$ cat src/rtl/sync_fifo_wr_arb.sv
// Round-robin write arbiter that shares one sync_fifo write port among NUM_REQ producers.
// Grants are burst-locked (up to MAX_BURST beats) and withheld while the FIFO is almost full.
//
//   state    | meaning
//   ST_IDLE  | no grant; pick the next producer when one is valid and the FIFO is not almost full
//   ST_BURST | forward beats of producer gnt_q until last, forced release, or withdraw
module sync_fifo_wr_arb #(
    parameter int NUM_REQ    = 4,
    parameter int DATA_WIDTH = 32,
    parameter int MAX_BURST  = 4,
    parameter int IW         = $clog2(NUM_REQ),
    parameter int CW         = $clog2(MAX_BURST + 1)
) (
    input  logic                          i_clk,
    input  logic                          i_rst_n,
    input  logic [NUM_REQ-1:0]            i_req_valid,
    input  logic [NUM_REQ*DATA_WIDTH-1:0] i_req_data,
    input  logic [NUM_REQ-1:0]            i_req_last,
    output logic [NUM_REQ-1:0]            o_req_ready,
    input  logic                          i_fifo_ready,
    input  logic                          i_fifo_almostfull,
    output logic                          o_fifo_valid,
    output logic [DATA_WIDTH-1:0]         o_fifo_data,
    output logic [IW-1:0]                 o_grant_id,
    output logic                          o_busy
);

    typedef enum logic {
        ST_IDLE  = 1'b0,
        ST_BURST = 1'b1
    } state_t;

    state_t          state_q, state_d;
    logic [IW-1:0]   gnt_q, gnt_d;
    logic [IW-1:0]   last_gnt_q, last_gnt_d;
    logic [CW-1:0]   beat_cnt_q, beat_cnt_d;

    logic [IW-1:0]   winner;
    logic [IW-1:0]   cand;
    logic            found;

    // Scan last_gnt+1, last_gnt+2, ... so the most recent grantee has lowest priority.
    always_comb begin
        winner = '0;
        found  = 1'b0;
        cand   = '0;
        for (int i = 1; i <= NUM_REQ; i++) begin
            cand = IW'((int'(last_gnt_q) + i) % NUM_REQ);
            if (!found && i_req_valid[cand]) begin
                found  = 1'b1;
                winner = cand;
            end
        end
    end

    always_comb begin
        state_d      = state_q;
        gnt_d        = gnt_q;
        last_gnt_d   = last_gnt_q;
        beat_cnt_d   = beat_cnt_q;
        o_fifo_valid = 1'b0;
        o_fifo_data  = '0;
        o_req_ready  = '0;

        unique case (state_q)
            ST_IDLE: begin
                if (found && !i_fifo_almostfull) begin
                    gnt_d      = winner;
                    beat_cnt_d = '0;
                    state_d    = ST_BURST;
                end
            end
            ST_BURST: begin
                o_fifo_valid       = i_req_valid[gnt_q];
                o_fifo_data        = i_req_data[gnt_q*DATA_WIDTH +: DATA_WIDTH];
                o_req_ready[gnt_q] = i_fifo_ready;
                if (!i_req_valid[gnt_q]) begin
                    state_d    = ST_IDLE;
                    last_gnt_d = gnt_q;
                end else if (i_fifo_ready) begin
                    // Counter is held on the closing beat so it never exceeds MAX_BURST-1.
                    if (i_req_last[gnt_q] || (beat_cnt_q == CW'(MAX_BURST - 1))) begin
                        state_d    = ST_IDLE;
                        last_gnt_d = gnt_q;
                    end else begin
                        beat_cnt_d = beat_cnt_q + 1'b1;
                    end
                end
            end
            default: state_d = ST_IDLE;
        endcase
    end

    always_ff @(posedge i_clk or negedge i_rst_n) begin
        if (!i_rst_n) begin
            state_q    <= ST_IDLE;
            gnt_q      <= '0;
            last_gnt_q <= IW'(NUM_REQ - 1);
            beat_cnt_q <= '0;
        end else begin
            state_q    <= state_d;
            gnt_q      <= gnt_d;
            last_gnt_q <= last_gnt_d;
            beat_cnt_q <= beat_cnt_d;
        end
    end

    assign o_busy     = (state_q == ST_BURST);
    assign o_grant_id = gnt_q;

endmodule

$ cat config.mk
export PLATFORM = sky130hd
export DESIGN_NAME = sync_fifo_wr_arb
export DESIGN_NICKNAME = d
export VERILOG_FILES = /design/src/rtl/sync_fifo_wr_arb.sv
export SDC_FILE = /design/constraint.sdc
export NUM_CORES = 1
export LEC_CHECK = 0
export CORE_UTILIZATION = 30
export DETAILED_ROUTE_END_ITERATION = 12
export GPL_ROUTABILITY_DRIVEN = 0
export PLACE_DENSITY = 0.95
export SLEW_MARGIN = 20
export SYNTH_ARGS = -nofsm -noshare
export SYNTH_HDL_FRONTEND = slang
export SYNTH_SLANG_ARGS = --single-unit
$ cat constraint.sdc
create_clock -name i_clk -period 6.09 [get_ports i_clk]
set_input_delay 1.5225 -clock i_clk [delete_from_list [all_inputs] [get_ports i_clk]]
set_output_delay 1.5225 -clock i_clk [all_outputs]
set_load 0.05 [all_outputs]
Word level (Yosys, flattened, before mapping)
Cells that the tools add are included.
- $add $sub $neg: 5
- multipliers: 0
- div/mod/pow operators: 0
- $lt $le $gt $ge: 6
- equal/unequal tests: 7
- shift operators: 1
- multiplexer cells: 38
- bitwise logic cells: 2
- reduce and logical (&&, ||, !) cells: 13
- operator list (operator ; count):
    $shiftx A128 B8 Y32 ; 1
    $mux W32 ; 1
    $mux W1 ; 16
    $lt A2 B3 Y1 const B ; 5
    $mux W2 ; 7
    $bmux W1 S2 ; 6
    $mux W3 ; 4
    $ne A2 B2 Y1 const B ; 4
    $pmux W3 S2 ; 1
    $logic_and A1 B1 Y1 ; 5
    $add A2 B1 Y2 const B ; 2
    $add A2 B2 Y2 const B ; 2
    $and A4 B4 Y4 ; 1
    $logic_not A1 Y1 ; 4
    $mux W4 ; 1
    $ne A2 B1 Y1 const B ; 2
    $reduce_and A4 Y1 ; 1
    $add A3 B1 Y3 const B ; 1
    $eq A3 B2 Y1 const B ; 1
    $reduce_and A3 Y1 ; 1
    $demux W1 S2 ; 1
    $ge A2 B1 Y1 const B ; 1
    $pmux W1 S2 ; 1
    $reduce_and A2 Y1 ; 1
    other kinds (2) ; 2
- bits in registers: 8
- latch bits: 0
- memory bits (writable): 0
- ROM bits: 0
- input bits: 140
- output and inout port bits: 40
- word-level logic and storage cells: 76
- memories: 0

Depth between registers and ports, before layout
Gate-level depths: netlist of the first run.
- depth in word-level cells: 16
- mapped depth: 5

Least setup slack after synthesis of the first run
OpenSTA, ideal clock, no wires.
- kind: input -> output
- start: input port i_fifo_ready
- end: output port o_req_ready[0]
- data arrival time: 2.633 ns
- data required time: 4.567 ns
- path slack: 1.935 ns
- stages on the path: 2
- buffers on the path: 0
- path through: nand2_1 -> nor3_1
- longest elaborated chain between the ends: 2
- ends and longest elaborated chain (item ; line ; text):
    start: declaration ; 20 ; input logic i_fifo_ready,
    $and A4 B4 Y4 (no source line) ; n/a ;
    $mux W4 ; 65 ; unique case (state_q)
    end: declaration ; 19 ; output logic [NUM_REQ-1:0] o_req_ready,
No other way between the ends.

Worst setup path after layout of the first run
- start: input port i_req_valid[1]
- end: output port o_fifo_valid
- longest elaborated chain between the ends: 3
- ends and longest elaborated chain (item ; line ; text):
    start: declaration ; 16 ; input logic [NUM_REQ-1:0] i_req_valid,
    $bmux W1 S2 ; 74 ; o_fifo_valid = i_req_valid[gnt_q];
    $mux W1 (implied by the code) ; 74 ;
    $mux W1 ; 65 ;
    end: declaration ; 22 ; output logic o_fifo_valid,
No other way between the ends. The select of a mux whose other input is x is not followed.

==> impl_metrics.env, run 1 <==
export IMPL_status="completed"
export IMPL_most_common_library_cell_in_the_layout_ignoring_fill_and_taps="sky130_fd_sc_hd__clkdlybuf4s50_1"
export IMPL_clock_fmax_mhz=201
export IMPL_grt_start_max_net_pins=26
export IMPL_fin_skew_ps=3.61
export IMPL_cells_after_synth=137
export IMPL_net_count_after_synthesis=279
export IMPL_drc_errors=0
export IMPL_post_place_ws_ps=1130
export IMPL_cp_arrival_ps=3450
export IMPL_cts_hold_buffers_added=0
export IMPL_ys_dominant_reg_cell="sky130_fd_sc_hd__dfrtp_1"
export IMPL_clock_power_share_pct=4.6
export IMPL_finalMaxSlewViolations=0
export IMPL_dieWidth_um=73.5
export IMPL_yosysUniqueCellTypes=30
export IMPL_die_h_um=73.5
export IMPL_utilization_pct=70.8
export IMPL_grt_remaining_overflow=0
export IMPL_grt_first_pass_wirelength_um=9980
export IMPL_min_period_ps=4970
export IMPL_p_comb_share_pct=83.8
export IMPL_max_cap_violations=0
export IMPL_detail_route_first_pass_iterations=6
export IMPL_power_per_cell_area_mw_per_mm2=423
export IMPL_power_report_internal_total_mw=0.674
export IMPL_dr_total_vias=1920
export IMPL_most_common_layout_cells="179 x sky130_fd_sc_hd__clkdlybuf4s50_1, 34 x sky130_fd_sc_hd__mux4_2, 34 x sky130_fd_sc_hd__and2_1"
export IMPL_critical_path_required_ps=4570
export IMPL_clock_tree_buf_depth=2
export IMPL_leakage_nw=1.26
export IMPL_inserted_clock_buffers=3
export IMPL_clk_pin_slew_ps=40
export IMPL_synthesis_area_per_instance_um2=11.2
export IMPL_yosys_warnings=0
export IMPL_setup_violations_final=0
export IMPL_post_drt_wl_per_cell_um=17.9
export IMPL_endpoint_kind="output port"
export IMPL_timing_setup_critical_path_class="in2out"
export IMPL_grt_setup_unrepaired="false"
export IMPL_postSynthRegisterBits=8
export IMPL_final_critical_path_setup_slack_ps=1120
export IMPL_setup_worst_path_start_class="input port"
export IMPL_avgViaCountPerCell=5.09
export IMPL_fin_tns_setup_ps=0
export IMPL_dp_final_hpwl_um=5770
export IMPL_netSwitchingPower_mw=0.768
export IMPL_top_level_ports=180
export IMPL_groute_usage_overall_pct=24.9
export IMPL_maximum_level_of_the_cts_h_tree=1
export IMPL_first_global_vias=1992
export IMPL_fp_dieArea_mm2=0.00540
export IMPL_clk_insertion_delay_late_ps=230
export IMPL_cts_resized=0
export IMPL_drt_iter0_drc=50
export IMPL_postCtsSetupRepairBufs=0
export IMPL_nNetsFinal=453
export IMPL_initial_antenna_violation_count=0
export IMPL_switching_share_pct=53.2
export IMPL_antenna_cells=0
export IMPL_initial_utilization_pct=31.8
export IMPL_postSynth_asyncResetShare_pct=100
export IMPL_drt_antenna_violating_nets=0
export IMPL_std_cell_rows=25
export IMPL_clock_sink_count=8
export IMPL_cts_root_buf="sky130_fd_sc_hd__clkbuf_8"
export IMPL_tritoncts="built"
export IMPL_syn2layout_area_growth_pct=122
export IMPL_post_route_cells_drive_above_1_share_pct=14.2
export IMPL_core_area_mm2=0.00482
export IMPL_report_final_hold_viol_count=0
export IMPL_io_buffers=179
export IMPL_wirelength_um=6760
export IMPL_ir_drop_mv=0.225
export IMPL_cp_max_fo=5
export IMPL_worst_hold_path_type="reg2reg"
export IMPL_worst_slew_pin_transition_ps=693
export IMPL_power_share_sequential_pct=11.6
export IMPL_netlist_area_mm2=0.00153
export IMPL_synth_edff_count=0
export IMPL_worst_slew_margin_relative_to_its_limit_pct=53.8
export IMPL_synth_yosys_seq_area_share_pct=13.2
export IMPL_finalCritPeriodShare_pct=81.6
==> cell usage after synthesis (all sizes together), types with 2 or more instances <==
library cell	instances	area, um^2
a21oi	3	15.0
o21ai	2	13.8
nand3	8	40.0
dfrtp	6	150
nor3	2	10.0
mux4	34	766
mux2	2	22.5
nand2	6	22.5
nor2	5	18.8
clkbuf	6	22.5
ha	2	25.0
nand4b	2	17.5
dfstp	2	52.6
and2	34	213
buf	7	43.8
inv	5	18.8
==> metrics by stage <==
stage                     instance area (um^2)  instances  hold slack [ps]  power, mW
final                                     3410        377              529       1.44
after global routing                      3410        377              575       1.52
after CTS                                 3410        377              535       1.45
after detailed placement                  3370        373              525       1.38
after global placement                    3370        373              495       1.36
after floorplan                           1530        137              477      0.989
==> state kept, by name, indices dropped and copies added, names as in the netlist <==
signal / count
beat_cnt_q: 3
o_grant_id: 2
o_busy: 1
last_gnt_q: 2
==> final cells by class <==
cell class	count	area, um^2
fill	374	1410
multi-input combinational	111	1250
inverter	5	18.8
clock buffer	4	45.0
timing repair buffer	182	1810
tap	67	83.8
sequential	8	204
==> cells by family after synthesis <==
kind of cell	Yosys count	synth area share [%]
DFF	8	13.2
muxes	37	52.0
adders and majority gates	2	1.63
AOI/OAI and AO/OA	12	5.38
and+or+nand+nor	60	22.2
buffers and inverters	18	5.55
==> worst max-delay path: stages <==
cell	delay [ps]
sky130_fd_sc_hd__clkdlybuf4s50_1	490
sky130_fd_sc_hd__mux4_2	540
sky130_fd_sc_hd__and2_1	190
sky130_fd_sc_hd__clkdlybuf4s50_1	700
==> power by group through the flow <==
stage	sequential (mW)	combinational, mW	clock, mW
after CTS	0.170	1.21	0.0694
after global routing	0.181	1.26	0.0705
final	0.167	1.21	0.0669
after floorplan	0.135	0.855	0
after detailed placement	0.171	1.21	0
after global placement	0.168	1.19	0
==> final timing paths <==
path                       cells past startpoint           start             to  slack [ps]
setup / recovery                               4  i_req_valid[1]   o_fifo_valid        1120
hold / removal                                 2   beat_cnt_q[2]  beat_cnt_q[2]         530
setup reg to reg                               5   o_grant_id[0]  beat_cnt_q[2]        3550
hold reg to reg                                2   beat_cnt_q[2]  beat_cnt_q[2]         530
max in group asynchronous                      1         i_rst_n  last_gnt_q[1]        4220
min in group asynchronous                      1         i_rst_n  beat_cnt_q[2]        1570
==> layer usage <==
layer	wire length (um)	vias to the layer above	GRT usage [%]
met1	2320	909	27.1
met4	163	0	7.48
met3	555	16	5.08
li1	-	889	-
met2	3720	106	47.8
met5	0	-	0
Power figures use the tool's default switching activity.
==> run 2: changes to the inputs <==
Settings changed: CORE_UTILIZATION 30 to 27, PLACE_DENSITY 0.95 to 0.88.
Clock period 6.09 ns to 5 ns, I/O delays scaled along.
==> run 2 against run 1 <==
- routed wire length decreased by 6.4%
- global-route usage shrank 3.8 points
- clock power up 25%
- die area is 11% higher
- register-to-register slack worse by 820 ps
- first-iteration DRC count decreased by 12%
- via count up 1.5%
- core utilization fell by 8.4 points
- clock skew grew 3.7 ps
- total power rose by 23%
- design area rose by 0.73%
- largest cell class unchanged
==> impl_metrics.env, run 2 (same netlist as run 1, synthesis figures left out) <==
export IMPL_finalCritPeriodShare_pct=87.9
export IMPL_switching_share_pct=52.6
export IMPL_p_comb_share_pct=83.0
export IMPL_clk_insertion_delay_late_ps=230
export IMPL_critical_path_required_ps=3750
export IMPL_min_period_ps=4400
export IMPL_antenna_cells=0
export IMPL_cp_cell_sequence="clkdlybuf4s50_1 > mux4_2 > and2_1 > clkdlybuf4s50_1"
export IMPL_cts_resized=0
export IMPL_die_h_um=77.4
export IMPL_leakage_nw=1.26
export IMPL_max_cap_violations=0
export IMPL_status="completed"
export IMPL_globalRouteMet2Util_pct=42.4
export IMPL_dieWidth_um=77.4
export IMPL_worst_hold_path_type="reg2reg"
export IMPL_grt_start_max_net_pins=44
export IMPL_inserted_clock_buffers=3
export IMPL_final_area_mm2=0.00344
export IMPL_core_area_mm2=0.00551
export IMPL_maximum_level_of_the_cts_h_tree=1
export IMPL_grt_setup_unrepaired="false"
export IMPL_cts_root_buf="sky130_fd_sc_hd__clkbuf_8"
export IMPL_cp_arrival_ps=3150
export IMPL_power_per_cell_area_mw_per_mm2=514
export IMPL_clock_power_share_pct=4.8
export IMPL_most_common_library_cell_in_the_layout_ignoring_fill_and_taps="sky130_fd_sc_hd__clkdlybuf4s50_1"
export IMPL_drt_iter0_drc=44
export IMPL_placed_cells=377
export IMPL_cp_max_fo=5
export IMPL_avgViaCountPerCell=5.11
export IMPL_setup_violations_final=0
export IMPL_netSwitchingPower_mw=0.930
export IMPL_grt_busiest_layer="met2"
export IMPL_worst_slew_margin_relative_to_its_limit_pct=52.4
export IMPL_tritoncts="built"
export IMPL_grt_util_met3_pct=5.06
export IMPL_timing_setup_critical_path_class="in2out"
export IMPL_report_final_hold_viol_count=0
export IMPL_syn2layout_area_growth_pct=124
export IMPL_drc_errors=0
export IMPL_hold_path_depth=2
export IMPL_dpl_instance_area_mm2=0.00339
export IMPL_endpoint_kind="output port"
export IMPL_initial_antenna_violation_count=0
export IMPL_first_global_vias=2180
export IMPL_io_buffers=179
export IMPL_reg2regPathDepth=5
export IMPL_reg2reg_setup_slack_ps=2730
export IMPL_multi_input_area_mm2=0.00125
export IMPL_dp_final_hpwl_um=5290
export IMPL_wirelength_um=6320
export IMPL_grt_first_pass_wirelength_um=9980
export IMPL_detail_route_first_pass_iterations=4
export IMPL_most_common_layout_cells="179 x sky130_fd_sc_hd__clkdlybuf4s50_1, 34 x sky130_fd_sc_hd__mux4_2, 34 x sky130_fd_sc_hd__and2_1"
export IMPL_cp_slowest_cell="sky130_fd_sc_hd__clkdlybuf4s50_1"
export IMPL_fin_skew_ps=7.32
export IMPL_grt_remaining_overflow=0
export IMPL_groute_usage_overall_pct=21.0
export IMPL_clock_tree_buf_depth=2
export IMPL_cp_common_cell="sky130_fd_sc_hd__clkdlybuf4s50_1"
export IMPL_clock_sink_count=8
export IMPL_drt_antenna_violating_nets=0
export IMPL_register_area_um2=205
export IMPL_instances_no_fill=381
export IMPL_ir_drop_mv=0.282
export IMPL_worst_path_dominant_cell_family="buffers and inverters"
export IMPL_use_met1_pct=19.8
export IMPL_setup_worst_path_start_class="input port"
export IMPL_clk_pin_slew_ps=50
export IMPL_regMostFlops="beat_cnt_q"
export IMPL_totalPowerFinal_mw=1.77
export IMPL_std_cell_rows=27
export IMPL_finalMaxSlewViolations=0
export IMPL_hold_ep="beat_cnt_q[2]"
export IMPL_cts_hold_buffers_added=0
export IMPL_r2r_end="beat_cnt_q[2]"
export IMPL_postCtsSetupRepairBufs=0
export IMPL_post_drt_wl_per_cell_um=16.6
export IMPL_dr_total_vias=1948
export IMPL_fin_tns_setup_ps=0
export IMPL_power_report_internal_total_mw=0.837
export IMPL_fillCellCount=455
export IMPL_initial_utilization_pct=27.9
export IMPL_hp_start="beat_cnt_q[2]"
export IMPL_worst_path_largest_cell_delay_ps=700
export IMPL_top_level_ports=180
export IMPL_total_buffers_and_inverters_traversed_by_the_critical_path=2
export IMPL_fp_dieArea_mm2=0.00599
export IMPL_largest_register_ffs=3
export IMPL_worst_slew_pin_transition_ps=714
export IMPL_nNetsFinal=452
export IMPL_clock_fmax_mhz=227
export IMPL_r2r_start="o_grant_id[0]"
export IMPL_power_share_sequential_pct=12.3
export IMPL_post_route_cells_drive_above_1_share_pct=14.2
run 2: layer usage:
metal / up-vias / part of all wire (%)
li1: 881 / -
met3: 18 / 9.0
met4: 0 / 3.2
met5: - / 0
met2: 126 / 54
met1: 923 / 33
run 2: metrics by stage:
step	hold WS [ps]	util, %	worst slack (ps)
4_1_cts	520	62.4	605
6_report	529	62.4	603
3_5_place_dp	510	61.6	605
3_3_place_gp	491	61.6	609
2_1_floorplan	477	-	1390
5_1_grt	561	62.4	551
run 2: area by class of cell:
class | count | area share (%)
Sequential cell | 8 | 5.97
Multi-Input combinational cell | 111 | 36.3
Inverter | 5 | 0.546
Tap cell | 72 | 2.62
Clock buffer | 4 | 1.31
Timing Repair Buffer | 181 | 53.3
run 2: worst max path at each step:
stage,from,end,slack (ps),cells past startpoint
after floorplan,i_fifo_ready,o_req_ready[0],1390,2
after global placement,i_req_valid[3],o_fifo_valid,610,4
after detailed placement,i_req_valid[3],o_fifo_valid,600,4
after CTS,i_req_valid[3],o_fifo_valid,600,4
final,i_req_valid[3],o_fifo_valid,600,4
after global routing,i_req_valid[3],o_fifo_valid,550,4
run 2: power groups by stage:
| stage | Clock (mW) | Sequential, mW | Combinational, mW |
|---|---|---|---|
| 2_1_floorplan | 0 | 0.164 | 1.04 |
| 3_3_place_gp | 0 | 0.221 | 1.45 |
| 3_5_place_dp | 0 | 0.223 | 1.48 |
| 4_1_cts | 0.0850 | 0.222 | 1.48 |
| 5_1_grt | 0.0881 | 0.235 | 1.54 |
| 6_report | 0.0839 | 0.217 | 1.47 |
run 2: tightest hold or removal path: stages, from the launching register on:
cell,delay [ps]
sky130_fd_sc_hd__dfrtp_1,350
sky130_fd_sc_hd__nand3_1,70
sky130_fd_sc_hd__o311ai_1,70
